[src/rtl/alu_control.sv]
// ALU control decoder: maps ALUOp and R-type funct to a 4-bit ALU operation, registered with a valid strobe.
// Optional macro ALU_CTRL_NOR_EN adds decoding of funct 100111 (nor) to operation 1100.
module alu_control (
    input  logic       clk,
    input  logic       rst,
    input  logic       in_valid,
    input  logic [1:0] aluop,
    input  logic [5:0] funct,
    output logic [3:0] operation,
    output logic       out_valid,
    output logic       illegal
);

    localparam logic [1:0] ALUOP_MEM   = 2'b00;
    localparam logic [1:0] ALUOP_BEQ   = 2'b01;
    localparam logic [1:0] ALUOP_RTYPE = 2'b10;

    localparam logic [5:0] FUNCT_ADD = 6'b100000;
    localparam logic [5:0] FUNCT_SUB = 6'b100010;
    localparam logic [5:0] FUNCT_AND = 6'b100100;
    localparam logic [5:0] FUNCT_OR  = 6'b100101;
    localparam logic [5:0] FUNCT_SLT = 6'b101010;
`ifdef ALU_CTRL_NOR_EN
    localparam logic [5:0] FUNCT_NOR = 6'b100111;
`endif

    localparam logic [3:0] OP_AND = 4'b0000;
    localparam logic [3:0] OP_OR  = 4'b0001;
    localparam logic [3:0] OP_ADD = 4'b0010;
    localparam logic [3:0] OP_SUB = 4'b0110;
    localparam logic [3:0] OP_SLT = 4'b0111;
`ifdef ALU_CTRL_NOR_EN
    localparam logic [3:0] OP_NOR = 4'b1100;
`endif
    // Never a real ALU op, so downstream can spot bad decodes from operation alone
    localparam logic [3:0] OP_BAD = 4'b1111;

    logic [3:0] decodeOp;
    logic       decodeIllegal;

    always_comb begin
        decodeOp      = OP_BAD;
        decodeIllegal = 1'b1;
        case (aluop)
            ALUOP_MEM: begin
                decodeOp      = OP_ADD;
                decodeIllegal = 1'b0;
            end
            ALUOP_BEQ: begin
                decodeOp      = OP_SUB;
                decodeIllegal = 1'b0;
            end
            ALUOP_RTYPE: begin
                decodeIllegal = 1'b0;
                case (funct)
                    FUNCT_ADD: decodeOp = OP_ADD;
                    FUNCT_SUB: decodeOp = OP_SUB;
                    FUNCT_AND: decodeOp = OP_AND;
                    FUNCT_OR:  decodeOp = OP_OR;
                    FUNCT_SLT: decodeOp = OP_SLT;
`ifdef ALU_CTRL_NOR_EN
                    FUNCT_NOR: decodeOp = OP_NOR;
`endif
                    default: begin
                        decodeOp      = OP_BAD;
                        decodeIllegal = 1'b1;
                    end
                endcase
            end
            default: begin
                decodeOp      = OP_BAD;
                decodeIllegal = 1'b1;
            end
        endcase
    end

    // Result registers hold across idle cycles; only the strobe drops
    always_ff @(posedge clk or posedge rst) begin
        if (rst) begin
            operation <= 4'b0000;
            illegal   <= 1'b0;
            out_valid <= 1'b0;
        end else begin
            out_valid <= in_valid;
            if (in_valid) begin
                operation <= decodeOp;
                illegal   <= decodeIllegal;
            end
        end
    end

endmodule

[config.mk]
export PLATFORM = sky130hd
export DESIGN_NAME = alu_control
export DESIGN_NICKNAME = d
export VERILOG_FILES = /design/src/rtl/alu_control.sv
export SDC_FILE = /design/constraint.sdc
export NUM_CORES = 1
export LEC_CHECK = 0
export BUFFER_PORTS_ARGS = -buffer_cell sky130_fd_sc_hd__buf_4
export CORE_AREA = 2 2 39 41
export CTS_BUF_LIST = sky130_fd_sc_hd__clkbuf_8
export CTS_CLUSTER_DIAMETER = 100
export DETAILED_ROUTE_END_ITERATION = 16
export DIE_AREA = 0 0 41 43
export PLACE_DENSITY = 0.53
export SYNTH_ARGS = -nofsm -noshare
export SYNTH_HDL_FRONTEND = slang
export SYNTH_SLANG_ARGS = --single-unit
[constraint.sdc]
create_clock -name clk -period 0.8 [get_ports clk]
set_input_delay 0.04 -clock clk [delete_from_list [all_inputs] [get_ports clk]]
set_output_delay 0.04 -clock clk [all_outputs]
set_load 0.01 [all_outputs]
==> results.md, run 1 <==
* H-tree depth at 1
* Maxcap violations at 0
* Initial Util at 0.210
* FF-to-FF Start: operation[0]$_DFFE_PP0P_
* Distinct cells, synth at 16
* CP bufs+invs at 1
* P per Cell Area at ~1700 mW/mm2
* Placer Congestion at about 0.71
* Synthesized area at between 200 and 300 um2
* Final #Nets at between 60 and 70
* Synth warnings at 0
* Wire length on met2 at 299 um
* Worst endpoint required time at roughly 0.76 ns
* Status: finished clean
* Metal3 WL at around 94 um
* CP max FO at 3
* Clock latency on the worst-skew pair at between 0.2 and 0.25 ns
* Final-report max-slew violation count at 0
* Wirelength per Cell at 10.6 um
* Die area at ~0.0018 mm2
* Share of cells above drive strength 1 at 0.481
* Vias in the first global route at 250
* Die W at 41 um
* Post-route minimum period at between 0.7 and 0.8 ns
* Die Y at between 40 and 50 um
* DP HPWL at 581 um
* I/O pin count at 17
* CP delay by family, top: flip-flops
* Largest net degree at the start of global routing at 10
* Initial DRT Pass Iterations at 2
* Area growth, synth to finish at 83.6%
* Grt total ovfl at 0
* Row count at 14
* Fin Clk Skew at 0 ns
* Bufs on Longest Clock Path at 2
* Post-synth top area share at 0.431
* Antenna-violating nets left at 0
* Fmax at between 1 and 1.5 GHz
* First-pass GRT wire length at 1.07 mm
* Register area share after synthesis at 0.431
* Unrepaired setup endpoints after global routing: yes
* Fin. Hold Viols at 0
* Vias at between 200 and 300
* Yosys reg bits at 5
* Crit. Startpoint: operation[3]$_DFFE_PP0P_
* 1st-iter DRT viols at 1
* Avg Cell Area, Syn at just over 10 um2
* Worst rel slew slack at 0.796
* Worst hold path class: input pin to flip-flop
* Synth area leaders: dfrtp_1 43%, o41ai_4 9.5%, a31oi_1 6.5%
* VDD IR max at approximately 0.49 mV
* Drt drc at 0
* DR top layer: met3
* Input/output buffers at 16
* Worst Min Path Start: in_valid
* CTS Buf Count at 3
* Placed cells at 62
* CTS tree: done
* CP max stage delay at approximately 0.40 ns
* Routed wire length at 724 um
* Crit path DAT at between 0.7 and 0.8 ns
* Worst path slowest cell: dfrtp_1
* Leak at approximately 0.26 nW
* Setup TNS at 0 ns
* Crit start category: flip-flop
* Syn_nets at 39
* Gr usage total at 0.0968
* Diode count at 0
* Clock-pin slew on the worst setup and hold paths at 0.03 ns
* Fin cells at ~70
* Fillers at approximately 140
* Crit Path Class: flip-flop to primary output
* Mapped Cells at 28
* Antenna violations before repair at 0
* Synth area leader: dfrtp_1
* Crit end category: primary output
* Hold_ws at between 0.06 and 0.07 ns
* Fin crit share at 0.986
* Clk root buf: clkbuf_8
* # setup viols final at 0
* CP cell instances: buf_6
* Via-per-instance ratio at just over 4
* Worst slew pin tran at slightly above 0.3 ns
* Clock Sinks at 5
* Core area at between 0.001 and 0.0015 mm2
* Met1 WL at 330 um
==> layout by cell type, fill, tap and decap left out <==
cell / instances
nor2_1: 4
nand2b_4: 1
o21ai_1: 1
and4bb_1: 1
dfrtp_1: 5
o41ai_4: 1
o311ai_1: 1
dlygate4sd3_1: 2
buf_4: 15
nand2_1: 1
and2_1: 1
inv_1: 4
clkbuf_8: 3
a31oi_1: 3
o41ai_1: 1
mux2_4: 1
nor2b_1: 1
buf_6: 4
and3_1: 1
nand2b_1: 1
==> per-layer routing <==
metal / track usage / vias up
met5: 0 / -
met4: 0.100 / 0
met3: 0.0314 / 0
met2: 0.122 / 15
met1: 0.117 / 112
li1: - / 150
==> logic make-up (layout without fill, tap and decap cells) <==
group           count (synthesis)  after routing  share of synthesized area
simple gates                   11             11                      0.216
mux                             1              1                     0.0517
flops                           5              5                      0.431
buf+inv                         4             28                     0.0647
compound gates                  7              7                      0.237
==> per-stage QoR <==
| stage | utilization | total power [mW] | cell area (um2) | setup WS, ns |
|---|---|---|---|---|
| after global routing | 0.385 | 0.984 | 533 | -0.0147 |
| after floorplan | - | 0.359 | 298 | -0.00290 |
| final | 0.385 | 0.921 | 533 | 0.0116 |
| after CTS | 0.374 | 0.927 | 518 | 0.00651 |
| after detailed placement | 0.327 | 0.462 | 453 | -0.195 |
| after global placement | 0.327 | 0.460 | 453 | -0.155 |
==> cell usage after synthesis <==
cell,count
o41ai_4,1
nor2_1,4
o311ai_1,1
o41ai_1,1
nand2b_1,2
dfrtp_1,5
nand2_1,1
and3_1,1
nor2b_1,1
buf_4,1
mux2_4,1
o21ai_1,1
a31oi_1,3
inv_1,3
and2_1,1
and4bb_1,1
==> where the power goes <==
part	internal (mW)	leakage [nW]	switching [mW]
registers	0.272	0.0551	0.0122
logic	0.115	0.177	0.0772
clock network	0.328	0.0269	0.116
==> flip-flops by register name, summed over array words and instances, names as in the netlist <==
signal / cells
out_valid: 1
operation: 4
==> cell type report <==
type	instances	area [um2]	area share
Clock buffer	3	41.3	0.0775
Clock inverter	1	3.75	0.00704
Inverter	3	11.3	0.0211
Multi-Input combinational cell	19	154	0.289
Sequential cell	5	125	0.235
Tap cell	16	20.0	0.0376
Timing Repair Buffer	21	178	0.333
==> final timing paths <==
check | endpoint | slack, ns | cells after the start
worst max-delay path | operation[3] | 0.01 | 1
worst max register to register | operation[0]$_DFFE_PP0P_ | 0.10 | 2
worst min-delay path | operation[3]$_DFFE_PP0P_ | 0.07 | 2
worst min register to register | operation[2]$_DFFE_PP0P_ | 0.54 | 2
min in group asynchronous | operation[2]$_DFFE_PP0P_ | 0.28 | 3
max in group asynchronous | out_valid$_DFF_PP0_ | 0.35 | 3
==> timing repair <==
| item | 4_1_cts | 5_1_grt |
|---|---|---|
| endpoints found under the setup margin | 0 | 4 |
| setup buffers | 0 | 0 |
| hold endpoints to repair | 6 | 0 |
| gates resized for setup | 0 | 4 |
| hold buffers | 2 | 0 |
Note: power is estimated with default switching activity, not from simulation.
==> run 2, diff against run 1 <==
--- a/config.mk
+++ b/config.mk
@@ -5,7 +5,7 @@
 export SDC_FILE = /design/constraint.sdc
 export NUM_CORES = 1
 export LEC_CHECK = 0
-export BUFFER_PORTS_ARGS = -buffer_cell sky130_fd_sc_hd__buf_4
+export BUFFER_PORTS_ARGS = -buffer_cell sky130_fd_sc_hd__buf_2
 export CORE_AREA = 2 2 39 41
 export CTS_BUF_LIST = sky130_fd_sc_hd__clkbuf_8
 export CTS_CLUSTER_DIAMETER = 100
==> run 2 against run 1 <==
- cell area fell by 11%
- critical path type unchanged
- largest cell class is now multi-input gates
- critical endpoint unchanged
- clock skew unchanged
- routed wire length fell by 11%
==> results.md, run 2 (same netlist as run 1, synthesis figures left out) <==
* Final WS setup at 0.0307 ns (+0.0191 ns)
* Worst path slowest cell: dfrtp_1
* Via-per-instance ratio at 4.21 (+3.2%)
* Grt total ovfl at 0 (unchanged)
* CP max stage delay at 0.37 ns (-0.03 ns)
* Status: finished clean
* Setup TNS at 0 ns (unchanged)
* CP bufs+invs at 1 (unchanged)
* Commonest non-fill, non-tap cell in the layout: buf_2
* P per Cell Area at 1850 mW/mm2 (+7.0%)
* Crit Path Class: flip-flop to primary output
* Final-report max-slew violation count at 0 (unchanged)
* Die W at 41 um (unchanged)
* Worst hold path class: input pin to flip-flop
* Die Y at 43 um (unchanged)
* Vias in the first global route at 252 (+0.80%)
* H-tree depth at 1 (unchanged)
* Leak at 0.240 nW (-7.4%)
* First-pass GRT wire length at 1.04 mm (-3.2%)
* Crit. Startpoint: operation[3]$_DFFE_PP0P_
* Clock latency on the worst-skew pair at 0.22 ns (about the same)
* Fin. Hold Viols at 0 (unchanged)
* Antenna violations before repair at 0 (unchanged)
* I/O pin count at 17 (unchanged)
* Fmax at 1.30 GHz (+2.5%)
* Worst Min Path Start: in_valid
* Total Power at 879 uW (-4.5%)
* Pre-CTS setup slack at -0.161 ns (+0.0345 ns)
* FF-to-FF Start: operation[0]$_DFFE_PP0P_
* CTS tree: done
* Initial Util at 0.210 (unchanged)
* Hold Path Depth at 1 (-1)
* Largest register FFs at 4 (unchanged)
* Antenna-violating nets left at 0 (unchanged)
* Regs by FF count: operation (4), out_valid (1)
* VDD IR max at 0.472 mV (-3.8%)
* Crit end category: primary output
* Drt drc at 0 (unchanged)
* Final #Nets at 64 (unchanged)
* Gr usage total at 0.0864 (-0.0103)
* Worst rel slew slack at 0.787 (-0.00866)
* Die area at 0.00176 mm2 (unchanged)
* CP cell instances: buf_2
* Vias at 286 (+3.2%)
* Worst path depth at 1 (unchanged)
* 1st-iter DRT viols at 3 (+2)
* Core Util, Final at 0.344 (-0.0416)
* DP HPWL at 536 um (-7.7%)
* Area growth, synth to finish at 63.8%
* Routed wire length at 647 um (-11%)
* Most frequent cells in the layout: 16 x buf_2, 5 x dfrtp_1, 4 x inv_1, 4 x nor2_1, 4 x buf_4
* Diode count at 0 (unchanged)
* Unrepaired setup endpoints after global routing: yes
* Clock Sinks at 5 (unchanged)
* CP max FO at 3 (unchanged)
* Post-CTS setup buffers at 0 (unchanged)
* Post-route minimum period at 0.769 ns (-0.0191 ns)
* Share of cells above drive strength 1 at 0.500 (+0.0192)
* Placer Congestion at 0.707 (-0.30%)
* Crit path DAT at 0.73 ns (-0.02 ns)
* Bufs on Longest Clock Path at 2 (unchanged)
* Worst slew pin tran at 0.315 ns (+0.0128 ns)
* Largest net degree at the start of global routing at 10 (unchanged)
* Crit start category: flip-flop
* Row count at 14 (unchanged)
* Worst endpoint required time at 0.76 ns (about the same)
* # setup viols final at 0 (unchanged)
* CTS resizes at 0 (unchanged)
* Core area at 0.00138 mm2 (unchanged)
* Reg2reg path depth at 2 (unchanged)
* Clock-pin slew on the worst setup and hold paths at 0.03 ns (about the same)
* Largest Register: operation
* Clk root buf: clkbuf_8
* Maxcap violations at 0 (unchanged)
* Initial DRT Pass Iterations at 2 (unchanged)
* Input/output buffers at 16 (unchanged)
* CP delay by family, top: flip-flops
* Fin Clk Skew at 0 ns (unchanged)
* Fin crit share at 0.962 (-0.0239)
* CTS Buf Count at 3 (unchanged)
* Wirelength per Cell at 9.51 um (-11%)
-- run 2: cell types whose count changed in the layout (fill, tap and decap cells not counted), sizes merged --
cell	previous run	this run
dlygate4sd3	2	1
buf	19	20
-- run 2: timing repair --
action,CTS,global route
endpoints found under the hold margin,5,0
hold buffers,1,0
endpoints found under the setup margin,0,2
-- run 2: layout make-up --
class	count	area, um2
inverter	3	11.3
clock buffer	3	41.3
fill	165	908
sequential	5	125
tap	16	20.0
timing repair buffer	21	120
multi-input combinational	19	154
clock inverter	1	3.75
-- run 2: layer usage --
metal | up-vias | routed length, um | part of all wire | global-route usage
met3 | 2 | 78 | 0.12 | 0.0314
li1 | 147 | - | - | -
met4 | 0 | 8 | 0.012 | 0.0600
met5 | - | 0 | 0 | 0
met1 | 120 | 311 | 0.48 | 0.119
met2 | 17 | 248 | 0.38 | 0.106
-- run 2: worst paths after layout --
check / endpoint / slack (ns)
worst max-delay path: operation[3] / 0.03
worst min-delay path: out_valid$_DFF_PP0_ / 0.03
worst max register to register: operation[0]$_DFFE_PP0P_ / 0.13
worst min register to register: operation[0]$_DFFE_PP0P_ / 0.51
max in group asynchronous: operation[2]$_DFFE_PP0P_ / 0.37
min in group asynchronous: out_valid$_DFF_PP0_ / 0.26
-- run 2: where the power goes --
group / switching, mW / total, mW / internal, mW
clock: 0.115 / 0.443 / 0.328
combinational: 0.0770 / 0.157 / 0.0803
sequential: 0.00757 / 0.279 / 0.272
-- run 2: through the flow --
step	area, um2	cells	hold WS, ns
global route	475	68	0.0375
global placement	420	63	-0.0583
detailed placement	420	63	-0.0542
floorplan	298	28	-0.181
CTS	475	68	0.0260
finish	475	68	0.0308
==> run 3, diff against run 2 <==
--- a/config.mk
+++ b/config.mk
@@ -12,6 +12,7 @@
 export DETAILED_ROUTE_END_ITERATION = 16
 export DIE_AREA = 0 0 41 43
 export PLACE_DENSITY = 0.53
+export RECOVER_POWER = 100
 export SYNTH_ARGS = -nofsm -noshare
 export SYNTH_HDL_FRONTEND = slang
 export SYNTH_SLANG_ARGS = --single-unit
==> run 3 against run 2 <==
- hold slack improved by 0.057 ns
- first-iteration DRC count fell by 67%
- critical path depth did not move
- clock skew did not move
- die area did not move
- sequential share of layout area rose by 0.28 points
- via count did not move
- setup slack barely moved
- total power fell by 0.34%
- register-to-register slack barely moved
- sequential power barely moved
- critical endpoint unchanged
- largest cell class unchanged
==> results.md, run 3 (same netlist as run 1, synthesis figures left out) <==
* Status: finished clean
* Worst Min Path Start: in_valid
* First-pass GRT wire length at 1.04 mm (unchanged)
* CP delay by family, top: flip-flops
* Clock Sinks at 5 (unchanged)
* CP cell instances: buf_2
* Wirelength per Cell at 9.50 um (-0.15%)
* # setup viols final at 0 (unchanged)
* Crit path DAT at 0.73 ns (about the same)
* VDD IR max at 0.458 mV (-3.1%)
* Diode count at 0 (unchanged)
* Via-per-instance ratio at 4.21 (unchanged)
* CP bufs+invs at 1 (unchanged)
* Fin area at 470 um2 (-1.1%)
* Clock latency on the worst-skew pair at 0.22 ns (about the same)
* Vias at 286 (unchanged)
* Grt total ovfl at 0 (unchanged)
* Fin. Hold Viols at 0 (unchanged)
* FF-to-FF Start: operation[0]$_DFFE_PP0P_
* Hold_ws at 0.0880 ns (+0.0573 ns)
* Worst path slowest cell: dfrtp_1
* Post-CTS setup buffers at 0 (unchanged)
* Antenna violations before repair at 0 (unchanged)
* CP max stage delay at 0.37 ns (about the same)
* Die area at 0.00176 mm2 (unchanged)
* Fin Clk Skew at 0 ns (unchanged)
* CTS Buf Count at 3 (unchanged)
* Final-report max-slew violation count at 0 (unchanged)
* CP max FO at 3 (unchanged)
* Leak at 0.234 nW (-2.6%)
* I/O pin count at 17 (unchanged)
* Crit Path Class: flip-flop to primary output
* Antenna-violating nets left at 0 (unchanged)
* Worst slew pin tran at 0.316 ns (+0.000579 ns)
* Area growth, synth to finish at 62.1%
* Largest Register: operation
* Final #Nets at 64 (unchanged)
* Worst hold path class: input pin to flip-flop
* Share of cells above drive strength 1 at 0.462 (-0.0385)
* Worst endpoint required time at 0.76 ns (about the same)
* Regs by FF count: operation (4), out_valid (1)
* P per Cell Area at 1860 mW/mm2 (+0.72%)
* Core area at 0.00138 mm2 (unchanged)
* Clk root buf: clkbuf_8
* Post-route minimum period at 0.770 ns (+0.000336 ns)
* Commonest non-fill, non-tap cell in the layout: buf_2
* Placement Cell Area at 420 um2 (unchanged)
* 1st-iter DRT viols at 1 (-2)
* Crit end category: primary output
* Die W at 41 um (unchanged)
* CTS tree: done
* Initial DRT Pass Iterations at 2 (unchanged)
* Bufs on Longest Clock Path at 2 (unchanged)
* Crit start category: flip-flop
* Placer Congestion at 0.707 (unchanged)
* Drt drc at 0 (unchanged)
* Most frequent cells in the layout: 13 x buf_2, 5 x dfrtp_1, 4 x inv_1, 4 x nor2_1
* Fin crit share at 0.962 (about the same)
* Crit. Startpoint: operation[3]$_DFFE_PP0P_
* Maxcap violations at 0 (unchanged)
* Row count at 14 (unchanged)
* Unrepaired setup endpoints after global routing: yes
* Largest net degree at the start of global routing at 10 (unchanged)
* Gr usage total at 0.0864 (unchanged)
* Initial Util at 0.210 (unchanged)
* Input/output buffers at 16 (unchanged)
* Die Y at 43 um (unchanged)
* Vias in the first global route at 252 (unchanged)
* Largest register FFs at 4 (unchanged)
* Clock-pin slew on the worst setup and hold paths at 0.03 ns (about the same)
* DP HPWL at 536 um (unchanged)
* H-tree depth at 1 (unchanged)
* Routed wire length at 646 um (-0.15%)
* Fmax at 1.30 GHz (about the same)
* Worst rel slew slack at 0.787 (about the same)
-- run 3: per-layer routing --
metal	GRT usage	share of wire	vias to the layer above
met4	0.0600	0.012	0
met1	0.119	0.47	119
met3	0.0314	0.14	2
li1	-	-	148
met5	0	0	-
met2	0.106	0.38	17
-- run 3: path summary, 6_finish.rpt --
kind / to / slack (ns) / depth (start not counted)
setup / recovery: operation[3] / 0.03 / 1
hold / removal: out_valid$_DFF_PP0_ / 0.09 / 1
setup reg to reg: operation[0]$_DFFE_PP0P_ / 0.12 / 2
hold reg to reg: operation[0]$_DFFE_PP0P_ / 0.52 / 2
max in group asynchronous: operation[2]$_DFFE_PP0P_ / 0.37 / 3
min in group asynchronous: out_valid$_DFF_PP0_ / 0.26 / 3
-- run 3: area by class of cell --
class	count	area, um2
inverters	3	11.3
fillers	167	913
well taps	16	20.0
flip-flops and latches	5	125
multi-input cells	19	154
clock inverters	1	3.75
repair buffers	21	115
clock buffers	3	41.3
-- run 3: worst register-to-register path: stages (launching register included) --
cell      delay (ns)
dfrtp_1         0.37
nand2b_1        0.08
o311ai_1        0.09
-- run 3: what timing repair did --
item	4_1_cts	5_1_grt
resized for setup	0	0
hold endpoints to repair	5	0
hold buffers	1	0
setup endpoints to repair	0	2
-- run 3: through the flow --
step / power, mW / setup TNS, ns / cells / utilization / worst slack [ns]
global route: 0.939 / -0.0279 / 68 / 0.340 / -0.0161
global placement: 0.436 / -0.382 / 63 / 0.304 / -0.148
floorplan: 0.359 / -0.00290 / 28 / - / -0.00290
finish: 0.876 / 0 / 68 / 0.340 / 0.0304
detailed placement: 0.437 / -0.395 / 63 / 0.304 / -0.161
CTS: 0.897 / 0 / 68 / 0.344 / 0.0202
-- run 3: power breakdown --
part           internal (mW)  switching (mW)  total (mW)
clock network          0.328           0.115       0.443
registers              0.272         0.00817       0.280
logic                 0.0769          0.0762       0.153
